<file path="config.mk">
export PLATFORM = sky130hd
export DESIGN_NAME = opendap_link_state_monitor_flat
export DESIGN_NICKNAME = d
export VERILOG_FILES = /design/src/rtl/opendap_link_state_monitor_pkg.sv /design/src/rtl/opendap_link_state_monitor_if.sv /design/src/rtl/opendap_alert_lfsr.sv /design/src/rtl/opendap_link_state_monitor.sv /design/src/flat_wrapper.sv
export SDC_FILE = /design/constraint.sdc
export NUM_CORES = 1
export LEC_CHECK = 0
export BUFFER_PORTS_ARGS = -buffer_cell sky130_fd_sc_hd__buf_2
export CAP_MARGIN = 0
export CORE_UTILIZATION = 45
export CTS_CLUSTER_SIZE = 16
export DETAILED_ROUTE_END_ITERATION = 12
export GPL_TIMING_DRIVEN = 0
export PLACE_DENSITY = 0.66
export SYNTH_ARGS = -nofsm -noshare
export SYNTH_HDL_FRONTEND = slang
export SYNTH_SLANG_ARGS = --single-unit
export TNS_END_PERCENT = 30
</file>
<file path="constraint.sdc">
create_clock -name swclk -period 2.5 [get_ports swclk]
set_clock_uncertainty 0.1 [all_clocks]
set_input_delay 0.375 -clock swclk [delete_from_list [all_inputs] [get_ports swclk]]
set_output_delay 0.375 -clock swclk [all_outputs]
set_load 0.005 [all_outputs]
</file>
<file path="src/rtl/opendap_link_state_monitor_pkg.sv">
// rtl/opendap_link_state_monitor_pkg.sv - shared types and constants for the link state monitor
//
// Purpose: link_state encodings, the Dormant sub-FSM states, the selection
// alert LFSR seed/taps, the activation codes and the select-sequence words
// and lengths used by the SWD/JTAG matcher. All sequences are sent LSB first.
package opendap_link_state_monitor_pkg;

  typedef enum logic [1:0] {
    LINK_DORMANT = 2'd0,
    LINK_SWD     = 2'd1,
    LINK_JTAG    = 2'd2
  } link_state_e;

  typedef enum logic [1:0] {
    DS_HUNT  = 2'd0,
    DS_ALERT = 2'd1,
    DS_PAD   = 2'd2,
    DS_ACT   = 2'd3
  } dorm_state_e;

  // One flag per select sequence still consistent with the bits seen so far.
  typedef struct packed {
    logic s2d;
    logic s2j;
    logic j2d;
    logic j2s;
  } sel_mask_t;

  // Alert: bit 0 (a zero) is consumed while hunting; the remaining 127 bits
  // are the m-sequence of this LFSR, emitted from bit [0].
  localparam logic [6:0] ALERT_LFSR_INIT = 7'b1001001;
  localparam logic [6:0] ALERT_LFSR_TAPS = 7'b1001011;
  localparam logic [6:0] ALERT_LAST_IDX  = 7'd126;
  localparam logic [6:0] PAD_LAST_IDX    = 7'd3;

  localparam logic [7:0]  ACT_SWD_CODE  = 8'h1A;
  localparam logic [6:0]  ACT_SWD_LAST  = 7'd7;
  localparam logic [11:0] ACT_JTAG_CODE = 12'h000;
  localparam logic [6:0]  ACT_JTAG_LAST = 7'd11;

  localparam logic [15:0] SEL_S2D  = 16'hE3BC;
  localparam logic [15:0] SEL_S2J  = 16'hE73C;
  localparam logic [30:0] SEL_J2D  = 31'h33BBBBBA;
  localparam logic [15:0] SEL_J2S  = 16'hE79E;
  localparam logic [6:0]  SEL16_LAST = 7'd15;
  localparam logic [6:0]  SEL31_LAST = 7'd30;

  // Minimum run of highs that must precede JTAG-to-Dormant.
  localparam int JTAG_TO_DORMANT_RUN = 5;

endpackage

</file>
<file path="src/rtl/opendap_link_state_monitor_if.sv">
// rtl/opendap_link_state_monitor_if.sv - line-in / link-status bundle of the monitor
//
// Purpose: carries the snooped SWDIOTMS bit into the monitor and the link
// status back out.
// Signals:
//   swdi_reg      registered SWDIOTMS, one bit per swclk
//   link_state    current link (Dormant / SWD / JTAG)
//   exit_dormant  1-cycle pulse on Dormant -> SWD/JTAG
//   enter_dormant 1-cycle pulse on SWD/JTAG -> Dormant
//   protocol_sw   1-cycle pulse on legacy SWD <-> JTAG switch
//   line_reset    level, SWD line reset in progress
// Modports: master drives the line and watches status; slave is the monitor.
interface opendap_link_state_monitor_if;
  import opendap_link_state_monitor_pkg::*;

  logic        swdi_reg;
  link_state_e link_state;
  logic        exit_dormant;
  logic        enter_dormant;
  logic        protocol_sw;
  logic        line_reset;

  modport master (
    output swdi_reg,
    input  link_state, exit_dormant, enter_dormant, protocol_sw, line_reset
  );

  modport slave (
    input  swdi_reg,
    output link_state, exit_dormant, enter_dormant, protocol_sw, line_reset
  );

endinterface

</file>
<file path="src/rtl/opendap_alert_lfsr.sv">
// rtl/opendap_alert_lfsr.sv - 7-bit LFSR reproducing the selection alert body
//
// Purpose: generates alert bits 1..127 one per advance; resync reloads the
// seed so the first bit after resync is alert bit 1.
// Ports:
//   clk        probe clock
//   rst        asynchronous active-high reset (loads the seed)
//   resync_i   reload the seed (wins over advance_i)
//   advance_i  shift once: right shift, feedback into [6]
//   bit_o      expected alert bit for the current cycle
module opendap_alert_lfsr
  import opendap_link_state_monitor_pkg::*;
(
  input  logic clk,
  input  logic rst,
  input  logic resync_i,
  input  logic advance_i,
  output logic bit_o
);

  logic [6:0] lfsr_q, lfsr_d;

  always_comb begin
    lfsr_d = lfsr_q;
    if (resync_i) begin
      lfsr_d = ALERT_LFSR_INIT;
    end else if (advance_i) begin
      lfsr_d = {^(lfsr_q & ALERT_LFSR_TAPS), lfsr_q[6:1]};
    end
  end

  always_ff @(posedge clk or posedge rst) begin
    if (rst) begin
      lfsr_q <= ALERT_LFSR_INIT;
    end else begin
      lfsr_q <= lfsr_d;
    end
  end

  assign bit_o = lfsr_q[0];

endmodule

</file>
<file path="src/rtl/opendap_link_state_monitor.sv">
// rtl/opendap_link_state_monitor.sv - Dormant/SWD/JTAG link state tracker for a multi-protocol debug port
//
// Purpose: snoops the registered SWDIOTMS line (one bit per swclk) and tracks
// the link state. In Dormant it hunts for preamble + selection alert + pad +
// activation code; in SWD/JTAG it matches the select sequences that leave the
// current protocol. All outputs are registered: the bit present before edge k
// is acted on at edge k.
// Ports:
//   swclk    probe clock, every posedge consumes one line bit
//   rst      asynchronous active-high reset
//   link_if  slave modport: swdi_reg in; link_state, exit_dormant,
//            enter_dormant, protocol_sw, line_reset out
module opendap_link_state_monitor
  import opendap_link_state_monitor_pkg::*;
#(
  parameter int LINE_RESET_CYCLES = 50,
  parameter int ALERT_PREAMBLE    = 8,
  parameter bit SUPPORT_JTAG      = 1'b1,
  parameter bit SUPPORT_LEGACY    = 1'b0,
  parameter int RESET_STATE       = 0
) (
  input  logic                        swclk,
  input  logic                        rst,
  opendap_link_state_monitor_if.slave link_if
);

  localparam int RW = $clog2(LINE_RESET_CYCLES + 1);
  localparam logic [RW-1:0] RUN_MAX = RW'(LINE_RESET_CYCLES);
  localparam logic [RW-1:0] RUN_PRE = RW'(ALERT_PREAMBLE);
  localparam logic [RW-1:0] RUN_JD  = RW'(JTAG_TO_DORMANT_RUN);
  localparam bit LEGACY_EN = SUPPORT_LEGACY && SUPPORT_JTAG;
  localparam link_state_e RESET_LINK = link_state_e'(RESET_STATE[1:0]);

  logic        din;
  link_state_e link_q, link_d;
  dorm_state_e dstate_q, dstate_d;
  logic [6:0]  bit_ctr_q, bit_ctr_d;
  logic [RW-1:0] run_q, run_d;
  sel_mask_t   mask_q, mask_d, hit;
  logic [1:0]  act_ok_q, act_ok_d;   // [1] JTAG code, [0] SWD code
  logic        swd_ok, jtag_ok;
  logic        ev_exit, ev_enter, ev_sw;
  logic        lfsr_load, lfsr_adv, lfsr_bit;
  logic        exit_q, exit_d;
  logic        enter_q, enter_d;
  logic        psw_q, psw_d;
  logic        lr_q, lr_d;

  assign din = link_if.swdi_reg;

  opendap_alert_lfsr u_alert_lfsr (
    .clk       (swclk),
    .rst       (rst),
    .resync_i  (lfsr_load),
    .advance_i (lfsr_adv),
    .bit_o     (lfsr_bit)
  );

  // State register
  always_ff @(posedge swclk or posedge rst) begin
    if (rst) begin
      link_q    <= RESET_LINK;
      dstate_q  <= DS_HUNT;
      bit_ctr_q <= '0;
      run_q     <= '0;
      mask_q    <= '0;
      act_ok_q  <= '0;
      exit_q    <= 1'b0;
      enter_q   <= 1'b0;
      psw_q     <= 1'b0;
      lr_q      <= 1'b0;
    end else begin
      link_q    <= link_d;
      dstate_q  <= dstate_d;
      bit_ctr_q <= bit_ctr_d;
      run_q     <= run_d;
      mask_q    <= mask_d;
      act_ok_q  <= act_ok_d;
      exit_q    <= exit_d;
      enter_q   <= enter_d;
      psw_q     <= psw_d;
      lr_q      <= lr_d;
    end
  end

  // Next-state logic
  always_comb begin
    link_d    = link_q;
    dstate_d  = dstate_q;
    bit_ctr_d = bit_ctr_q;
    mask_d    = mask_q;
    act_ok_d  = act_ok_q;
    hit       = '0;
    swd_ok    = 1'b0;
    jtag_ok   = 1'b0;
    ev_exit   = 1'b0;
    ev_enter  = 1'b0;
    ev_sw     = 1'b0;
    lfsr_load = 1'b0;
    lfsr_adv  = 1'b0;

    // Run of highs runs in every state, independent of any matching.
    if (din) begin
      run_d = (run_q == RUN_MAX) ? run_q : run_q + 1'b1;
    end else begin
      run_d = '0;
    end

    case (link_q)
      LINK_DORMANT: begin
        case (dstate_q)
          DS_HUNT: begin
            // The zero ending the preamble is alert bit 0.
            if (!din && (run_q >= RUN_PRE)) begin
              dstate_d  = DS_ALERT;
              bit_ctr_d = ALERT_LAST_IDX;
              lfsr_load = 1'b1;
            end
          end
          DS_ALERT: begin
            lfsr_adv = 1'b1;
            if (din != lfsr_bit) begin
              dstate_d = DS_HUNT;
            end else if (bit_ctr_q == 7'd0) begin
              dstate_d  = DS_PAD;
              bit_ctr_d = PAD_LAST_IDX;
            end else begin
              bit_ctr_d = bit_ctr_q - 7'd1;
            end
          end
          DS_PAD: begin
            if (din) begin
              dstate_d = DS_HUNT;
            end else if (bit_ctr_q == 7'd0) begin
              dstate_d  = DS_ACT;
              bit_ctr_d = '0;
              act_ok_d  = {SUPPORT_JTAG, 1'b1};
            end else begin
              bit_ctr_d = bit_ctr_q - 7'd1;
            end
          end
          default: begin
            // DS_ACT: both activation codes are tracked in parallel.
            swd_ok  = act_ok_q[0] && (bit_ctr_q <= ACT_SWD_LAST) &&
                      (din == ACT_SWD_CODE[bit_ctr_q[2:0]]);
            jtag_ok = act_ok_q[1] && (bit_ctr_q <= ACT_JTAG_LAST) &&
                      (din == ACT_JTAG_CODE[bit_ctr_q[3:0]]);
            act_ok_d  = {jtag_ok, swd_ok};
            bit_ctr_d = bit_ctr_q + 7'd1;
            if (swd_ok && (bit_ctr_q == ACT_SWD_LAST)) begin
              link_d    = LINK_SWD;
              dstate_d  = DS_HUNT;
              bit_ctr_d = '0;
              mask_d    = '0;
              ev_exit   = 1'b1;
            end else if (jtag_ok && (bit_ctr_q == ACT_JTAG_LAST)) begin
              link_d    = LINK_JTAG;
              dstate_d  = DS_HUNT;
              bit_ctr_d = '0;
              mask_d    = '0;
              ev_exit   = 1'b1;
            end else if (!swd_ok && !jtag_ok) begin
              dstate_d = DS_HUNT;
            end
          end
        endcase
      end

      LINK_SWD, LINK_JTAG: begin
        if (mask_q == '0) begin
          // Idle: the first zero after a run is bit 0 of every select sequence.
          if (!din) begin
            mask_d.s2d = (link_q == LINK_SWD)  && (run_q == RUN_MAX);
            mask_d.s2j = LEGACY_EN && (link_q == LINK_SWD)  && (run_q == RUN_MAX);
            mask_d.j2d = (link_q == LINK_JTAG) && (run_q >= RUN_JD);
            mask_d.j2s = LEGACY_EN && (link_q == LINK_JTAG) && (run_q == RUN_MAX);
            bit_ctr_d  = 7'd1;
          end
        end else begin
          // 16-bit candidates finish at index 15, so the 4-bit index never wraps
          // while they are live.
          hit.s2d = mask_q.s2d && (din == SEL_S2D[bit_ctr_q[3:0]]);
          hit.s2j = mask_q.s2j && (din == SEL_S2J[bit_ctr_q[3:0]]);
          hit.j2d = mask_q.j2d && (din == SEL_J2D[bit_ctr_q[4:0]]);
          hit.j2s = mask_q.j2s && (din == SEL_J2S[bit_ctr_q[3:0]]);
          mask_d    = hit;
          bit_ctr_d = bit_ctr_q + 7'd1;
          if (hit.s2d && (bit_ctr_q == SEL16_LAST)) begin
            link_d   = LINK_DORMANT;
            dstate_d = DS_HUNT;
            mask_d   = '0;
            ev_enter = 1'b1;
          end else if (hit.s2j && (bit_ctr_q == SEL16_LAST)) begin
            link_d = LINK_JTAG;
            mask_d = '0;
            ev_sw  = 1'b1;
          end else if (hit.j2d && (bit_ctr_q == SEL31_LAST)) begin
            link_d   = LINK_DORMANT;
            dstate_d = DS_HUNT;
            mask_d   = '0;
            ev_enter = 1'b1;
          end else if (hit.j2s && (bit_ctr_q == SEL16_LAST)) begin
            link_d = LINK_SWD;
            mask_d = '0;
            ev_sw  = 1'b1;
          end
        end
      end

      default: begin
        // Encoding 3 is unreachable; fall back to a clean Dormant hunt.
        link_d   = LINK_DORMANT;
        dstate_d = DS_HUNT;
        mask_d   = '0;
      end
    endcase
  end

  // Output logic (registered in the state register)
  always_comb begin
    exit_d  = ev_exit;
    enter_d = ev_enter;
    psw_d   = ev_sw;
    lr_d    = (link_d == LINK_SWD) && (run_d == RUN_MAX);
  end

  assign link_if.link_state    = link_q;
  assign link_if.exit_dormant  = exit_q;
  assign link_if.enter_dormant = enter_q;
  assign link_if.protocol_sw   = psw_q;
  assign link_if.line_reset    = lr_q;

endmodule

</file>
<file path="src/flat_wrapper.sv">
// flat-port wrapper written by rule: the top's interface ports become plain ports
module opendap_link_state_monitor_flat import opendap_link_state_monitor_pkg::*;
#(
  parameter int LINE_RESET_CYCLES = 50,
  parameter int ALERT_PREAMBLE    = 8,
  parameter bit SUPPORT_JTAG      = 1'b1,
  parameter bit SUPPORT_LEGACY    = 1'b0,
  parameter int RESET_STATE       = 0
)
  (swclk, rst, link_if_swdi_reg, link_if_link_state, link_if_exit_dormant, link_if_enter_dormant, link_if_protocol_sw, link_if_line_reset);
  opendap_link_state_monitor_if link_if_i ();
  input  logic swclk;
  input  logic rst;
  input wire logic [$bits(link_if_i.swdi_reg)-1:0] link_if_swdi_reg;
  output wire logic [$bits(link_if_i.link_state)-1:0] link_if_link_state;
  output wire logic [$bits(link_if_i.exit_dormant)-1:0] link_if_exit_dormant;
  output wire logic [$bits(link_if_i.enter_dormant)-1:0] link_if_enter_dormant;
  output wire logic [$bits(link_if_i.protocol_sw)-1:0] link_if_protocol_sw;
  output wire logic [$bits(link_if_i.line_reset)-1:0] link_if_line_reset;
  assign link_if_i.swdi_reg = link_if_swdi_reg;
  assign link_if_link_state = link_if_i.link_state;
  assign link_if_exit_dormant = link_if_i.exit_dormant;
  assign link_if_enter_dormant = link_if_i.enter_dormant;
  assign link_if_protocol_sw = link_if_i.protocol_sw;
  assign link_if_line_reset = link_if_i.line_reset;
  opendap_link_state_monitor #(.LINE_RESET_CYCLES(LINE_RESET_CYCLES), .ALERT_PREAMBLE(ALERT_PREAMBLE), .SUPPORT_JTAG(SUPPORT_JTAG), .SUPPORT_LEGACY(SUPPORT_LEGACY), .RESET_STATE(RESET_STATE)) u_core (.swclk(swclk), .rst(rst), .link_if(link_if_i));
endmodule
</file>
-- Word level (Yosys, flattened, before mapping)
Memory sizes are Yosys's and may differ from the RTL's.
Cells that the tools add are included.
- register bits after elaboration: 34
- word-level logic and storage cells: 175
- memories: 6
- bits in read-only memories: 104
- bits of input ports: 3
- bitwise gates (word level): 1
- multiplexer cells: 76
- $add $sub $neg: 3
- reduce and logical (&&, ||, !) cells: 36
- order comparisons: 7
- eq/ne operators: 32
- memory list (name ; words ; bits a word ; rd ports ; clocked after Yosys merged registers in ; wr ports ; RTL line ; RTL):
    (name not given) ; 32 ; 1 ; 1 ; 0 ; 0 ; opendap_link_state_monitor.sv:184 ; hit.j2d = mask_q.j2d && (din == SEL_J2D[bit_ctr_q[4:0]]);
    (name not given) ; 16 ; 1 ; 1 ; 0 ; 0 ; opendap_link_state_monitor.sv:185 ; hit.j2s = mask_q.j2s && (din == SEL_J2S[bit_ctr_q[3:0]]);
    (name not given) ; 16 ; 1 ; 1 ; 0 ; 0 ; opendap_link_state_monitor.sv:182 ; hit.s2d = mask_q.s2d && (din == SEL_S2D[bit_ctr_q[3:0]]);
    (name not given) ; 16 ; 1 ; 1 ; 0 ; 0 ; opendap_link_state_monitor.sv:183 ; hit.s2j = mask_q.s2j && (din == SEL_S2J[bit_ctr_q[3:0]]);
    (name not given) ; 16 ; 1 ; 1 ; 0 ; 0 ; opendap_link_state_monitor.sv:147 ; (din == ACT_JTAG_CODE[bit_ctr_q[3:0]]);
    (name not given) ; 8 ; 1 ; 1 ; 0 ; 0 ; opendap_link_state_monitor.sv:145 ; (din == ACT_SWD_CODE[bit_ctr_q[2:0]]);
- operators with widths (cell ; number):
    $mux 7 ; 11
    $mux 2 ; 21
    $mux 4 ; 9
    $mux 1 ; 26
    $pmux 7 s3 ; 1
    $logic_and 1x1->1 ; 19
    $eq 7x4->1 const B ; 2
    $pmux 7 s2 ; 1
    $eq 6x6->1 const B ; 2
    $mux 6 ; 2
    $pmux 2 s2 ; 3
    $ne 3x3->1 const B ; 3
    $pmux 4 s2 ; 1
    $add 7x1->7 const B ; 1
    $eq 7x3->1 const B ; 1
    $eq 7x5->1 const B ; 1
    $le 7x3->1 const B ; 1
    $le 7x4->1 const B ; 1
    $logic_not 7->1 ; 1
    $ne 7x4->1 const B ; 1
    $reduce_and 7->1 ; 1
    $reduce_xor 7->1 ; 1
    $sub 7x1->7 const B ; 1
    $add 6x1->6 const B ; 1
    26 further kinds ; 43

-- Logic depth before layout (Yosys ltp)
- depth in word-level cells: 13
- gate-level depth with buffers: 10
- mapped depth without buffers: 8

-- By module
Synthesis repeated with hierarchy kept, for this count alone.
- cell total of the unflattened synthesis: 336
- area, all modules: 2874.0 um2
- modules (own cells, without submodules) (module ; times used ; sequential area each (um2) ; cells an instance ; area each (um2)):
    opendap_link_state_monitor ; 1 ; 675.6 ; 310 ; 2556.2
    opendap_alert_lfsr ; 1 ; 178.9 ; 26 ; 317.8

-- Worst setup path before layout
No wires, ideal clock.
- kind: register -> register
- start point: register u_core.bit_ctr_q[0]
- end point: register u_core.dstate_q[0]
- path slack: -259 ps
- stages on the path, launching flop included: 10
- arrival: 2532 ps
- cells stage by stage: dfrtp_1 -> inv_1 -> ha_1 -> or3b_2 -> or2_1 -> buf_2 -> nand3_1 -> o211ai_1 -> a311o_1 -> mux2_1
- cells in the longest elaborated chain, start to end: 9
- elaborated cells between the ends (all ways): 49
- classes of those cells: 2 x order compare; 14 x eq/ne; 11 x mux; 17 x reduce/logical; 5 x memory
- ends and longest elaborated chain (what ; RTL line ; RTL):
    start: declaration ; opendap_link_state_monitor.sv:37 ; logic [6:0] bit_ctr_q, bit_ctr_d;
    start signal: assignment ; opendap_link_state_monitor.sv:75 ; bit_ctr_q <= bit_ctr_d;
    $mem_v2 16x1 ; n/a ;
    $mux 1 (implied by the code) ; opendap_link_state_monitor.sv:147 ;
    $eq 1x1->1 ; opendap_link_state_monitor.sv:147 ;
    $logic_and 1x1->1 ; opendap_link_state_monitor.sv:146 ; jtag_ok = act_ok_q[1] && (bit_ctr_q <= ACT_JTAG_LAST) &&
    $logic_and 1x1->1 ; opendap_link_state_monitor.sv:156 ; end else if (jtag_ok && (bit_ctr_q == ACT_JTAG_LAST)) begin
    $mux 2 ; opendap_link_state_monitor.sv:156 ;
    $mux 2 ; opendap_link_state_monitor.sv:150 ; if (swd_ok && (bit_ctr_q == ACT_SWD_LAST)) begin
    $pmux 2 s3 ; opendap_link_state_monitor.sv:111 ; case (dstate_q)
    $pmux 2 s2 ; opendap_link_state_monitor.sv:109 ; case (link_q)
    end signal: assignment ; opendap_link_state_monitor.sv:74 ; dstate_q <= dstate_d;
    end: declaration ; opendap_link_state_monitor.sv:36 ; dorm_state_e dstate_q, dstate_d;
Parallel ways exist; a longest one is shown, timed or not. The select of a mux whose other input is x is not followed.
A chain may end at the register's enable or synchronous reset.

-- Worst setup path in the final report
- start point: register u_core.bit_ctr_q[1]
- end point: register u_core.dstate_q[0]
Same word-level chain as after synthesis.

==> implementation parameters <==
Parameter                              Value

Worst setup path
  Category of the worst setup path launch point    register
  Crit-path cells    buf_6 > ha_4 > mux2_4 > a221oi_4 > mux2i_2 > nor3b_2 > a311o_1 > mux2_4
  Nature of the critical path endpoint    register
  Largest driver fanout on the critical path    5
  Worst setup path start    u_core.bit_ctr_q[1]
  Slowest-stage cell, CP    sky130_fd_sc_hd__dfrtp_2
  Reg-to-Reg Start    u_core.bit_ctr_q[1]
  Number of buffer and inverter stages on the critical path    1
  Crit path DAT    2720 ps
  CP required    approximately 2600 ps
  Crit-path leading delay family    multiplexers
  Critical path class    reg -> reg
  Crit-path most repeated cell    sky130_fd_sc_hd__mux2_4
  Slowest Stage Delay on Critical Path    470 ps

Pwr
  Fraction of power spent switching nets    45.7%
  Combinational cell fraction of total power    just under 70%
  Leakage component of the power    1.45 nW
  Total internal power    0.00236 W
  Maximum vdd ir drop    816 uV
  Proportion of power drawn by the clock network    between 10% and 20%
  Power density normalized to cell area    1330 nW/um2
  Sequential fraction of design power    21.0%
  Net switching power    around 0.002 W

Synthesis
  Area fraction of the dominant cell type after synthesis    28.5%
  Dominant synthesized flop cell    sky130_fd_sc_hd__dfrtp_1
  Ys async rst share    100%
  Register area share after synthesis    31.4%
  Number of distinct library cells after synthesis    64
  Number of synthesized flops with an enable pin    0
  Avg Synthesized Cell Area    8.71 um2
  Total of flip-flops plus latches after synthesis    34
  Cells after Synth    313
  Net count after synthesis    334
  Area leader, netlist    sky130_fd_sc_hd__dfrtp_1
  Commonest cells post-synth    sky130_fd_sc_hd__dfrtp_1 (31), sky130_fd_sc_hd__nand2_1 (26), sky130_fd_sc_hd__nor2_1 (22)
  Most frequent cell after synthesis    sky130_fd_sc_hd__dfrtp_1
  Largest cells by area after synthesis    sky130_fd_sc_hd__dfrtp_1 (28%), sky130_fd_sc_hd__ha_1 (8.3%), sky130_fd_sc_hd__mux2i_1 (6.2%), sky130_fd_sc_hd__nand2_1 (3.6%), sky130_fd_sc_hd__xnor2_1 (3.5%)
  Syn. warnings    0
  Netlist area before placement    2730 um2

Layout
  Number of antenna repair diodes    0
  Core utilization of the finished layout    57.7%
  # nets final    ~370
  Layout Area Growth over Synthesis    20.2%
  Fillcell total    527
  Multi-input gate area in the final layout    about 1900 um2
  Fraction of final layout cells sized beyond drive strength 1    24.3%
  Total non-filler cell area in the finished layout    around 3300 um2
  Register area    858 um2
  Layout Cells excl Fill    between 400 and 500

Routing
  Routed wire length per instance    17.3 um
  1st-pass router iterations    4
  Detailed Route Iter0 Violations    ~220
  Vias per std cell    5.95
  Post-route DRC violation count    0
  Drt total wl    7.23 mm
  Number of routed nets with antenna violations    0
  Overall via count from detail_route    2482

Timing
  Pins over their slew limit    0
  Worst relative slew slack    49.9%
  Least-Margin Pin Slew    between 700 and 800 ps
  Highest achievable clock rate    0.378 GHz
  Final Hold Fails    0
  Final setup violation count    4
  Min Tclk post-route    2640 ps
  Post-route fraction of the period consumed by the critical path    106%
  Unrepaired setup endpoints after global routing    true
  Setup slack of the critical path after layout    -142 ps

GRT
  Overall fraction of global-route tracks in use    23.8%
  Wire length of the first global-routing pass    around 12 mm
  Via count of the first global-routing pass    2465
  Number of antenna violations at the first check in global routing    0
  Largest net degree at the start of global routing    35
  Overflow left after global routing    0

Placement
  Final HPWL from detailed placement    4.92 mm
  Setup slack at placement    -436 ps
  Post-Place Cell Area    just under 3000 um2
  Placed cell count    around 390
  Final weighted congestion in routability-driven placement    0.859
  Count of buffers inserted at the top-level ports    8

Floorplanning
  Floorplan Core Area    5680 um2
  Die Wd    79.8 um
  Die area    6370 um2
  Die boundary height    79.8 um
  Std cell rows    27
  # IOs    9
  Initial standard-cell utilization of the core    48.0%

Clocking
  Clock transition at the register clock pins on the worst setup and hold paths after CTS    about 70 ps
  Number of buffers on the longest clock path    2
  Clock root buffer master    sky130_fd_sc_hd__clkbuf_8
  Latest clock arrival within the worst-skew pair    290 ps
  CTS buffer count    5
  Post-cts hold buffer count    0
  Total number of clock tree sinks    34
  TritonCTS clock tree    done
  Number of H-tree levels    2

Status
  Violated checks    negative setup slack
  Result of the run    complete, but fails checks

Job
  Max-cap check violation count    0

Hold path
  Path category of the worst min-delay check    in -> async
==> repair_timing <==
item	in CTS	in global routing
endpoints found under the setup margin	16	18
pin swaps	7	6
gates cloned	0	1
setup buffers	14	4
gates resized for setup	21	21
==> final timing paths <==
check | slack, ps | depth (start not counted) | end
worst max-delay path | -140 | 8 | u_core.dstate_q[0]
worst min-delay path | 110 | 2 | u_core.u_alert_lfsr.lfsr_q[2]
worst max register to register | -140 | 8 | u_core.dstate_q[0]
min in group swclk | 410 | 2 | u_core.u_alert_lfsr.lfsr_q[3]
worst min register to register | 410 | 2 | u_core.u_alert_lfsr.lfsr_q[3]
max in group asynchronous | 1660 | 2 | u_core.link_if.link_state[1]
==> power by group through the flow <==
stage / registers [W] / clock network (W) / logic (W)
2_1_floorplan: 0.000892 / 0 / 0.00193
3_3_place_gp: 0.000938 / 0 / 0.00233
3_5_place_dp: 0.000948 / 0 / 0.00237
4_1_cts: 0.000919 / 0.000444 / 0.00270
5_1_grt: 0.000944 / 0.000462 / 0.00327
6_report: 0.000917 / 0.000434 / 0.00300
==> cell type report <==
class,instances,area share [%]
Tap cell,72,2.75
Multi-Input combinational cell,244,58.0
Clock inverter,2,0.382
Buffer,13,2.03
Clock buffer,6,2.52
Sequential cell,34,26.2
Inverter,19,2.33
Timing Repair Buffer,27,5.81
==> cells by family after synthesis <==
kind of cell	synth area share (%)
fa+ha+maj	9.37
mux	7.21
compound gates	19.7
simple gates	21.5
flops	31.4
xor+xnor	5.79
buf+inv	5.14
==> worst register-to-register path, cell delays in order (launching register included) <==
cell and delay [ps]:
sky130_fd_sc_hd__dfrtp_2 470, sky130_fd_sc_hd__buf_6 140, sky130_fd_sc_hd__ha_4 140, sky130_fd_sc_hd__mux2_4 270
sky130_fd_sc_hd__a221oi_4 310, sky130_fd_sc_hd__mux2i_2 330, sky130_fd_sc_hd__nor3b_2 110, sky130_fd_sc_hd__a311o_1 340
sky130_fd_sc_hd__mux2_4 310
==> layout by cell type, fill, tap and decap left out, drive strengths merged, types with 3 or more instances in the layout <==
cell / instances
buf: 32
dfrtp: 31
nand2: 26
nor2: 22
a21oi: 18
inv: 18
ha: 18
mux2i: 17
o21ai: 15
clkbuf: 13
nand3: 12
xnor2: 11
and3: 8
xor2: 7
nor3: 7
nand2b: 5
nor4: 5
o32ai: 5
or3: 5
o22ai: 4
and2: 3
a21o: 3
a22o: 3
maj3: 3
dfstp: 3
a21boi: 3
or4: 3
or2: 3
==> sequential cells by signal (all words and copies together), names as in the netlist, 2 cells and up <==
signal and cells:
u_core.bit_ctr_q 7, u_core.u_alert_lfsr.lfsr_q 7, u_core.run_q 6, u_core.mask_q 4, u_core.act_ok_q 2, u_core.dstate_q 2, u_core.link_if.link_state 2
==> per-stage QoR <==
step / TNS [ps] / power, W / hold slack [ps]
6_report: -352 / 0.00436 / 113
5_1_grt: -875 / 0.00468 / 186
4_1_cts: -166 / 0.00406 / 410
3_5_place_dp: -3920 / 0.00332 / 397
3_3_place_gp: -3700 / 0.00327 / 392
2_1_floorplan: -6.47 / 0.00282 / 365
==> routing by layer <==
layer	GRT usage, %	wire length (um)	vias to the layer above
met5	0	0	-
met4	8.57	135	0
met3	4.69	304	13
met2	39.2	3550	60
met1	30.7	3240	1214
li1	-	-	1195
Note: power is estimated with default switching activity, not from simulation.
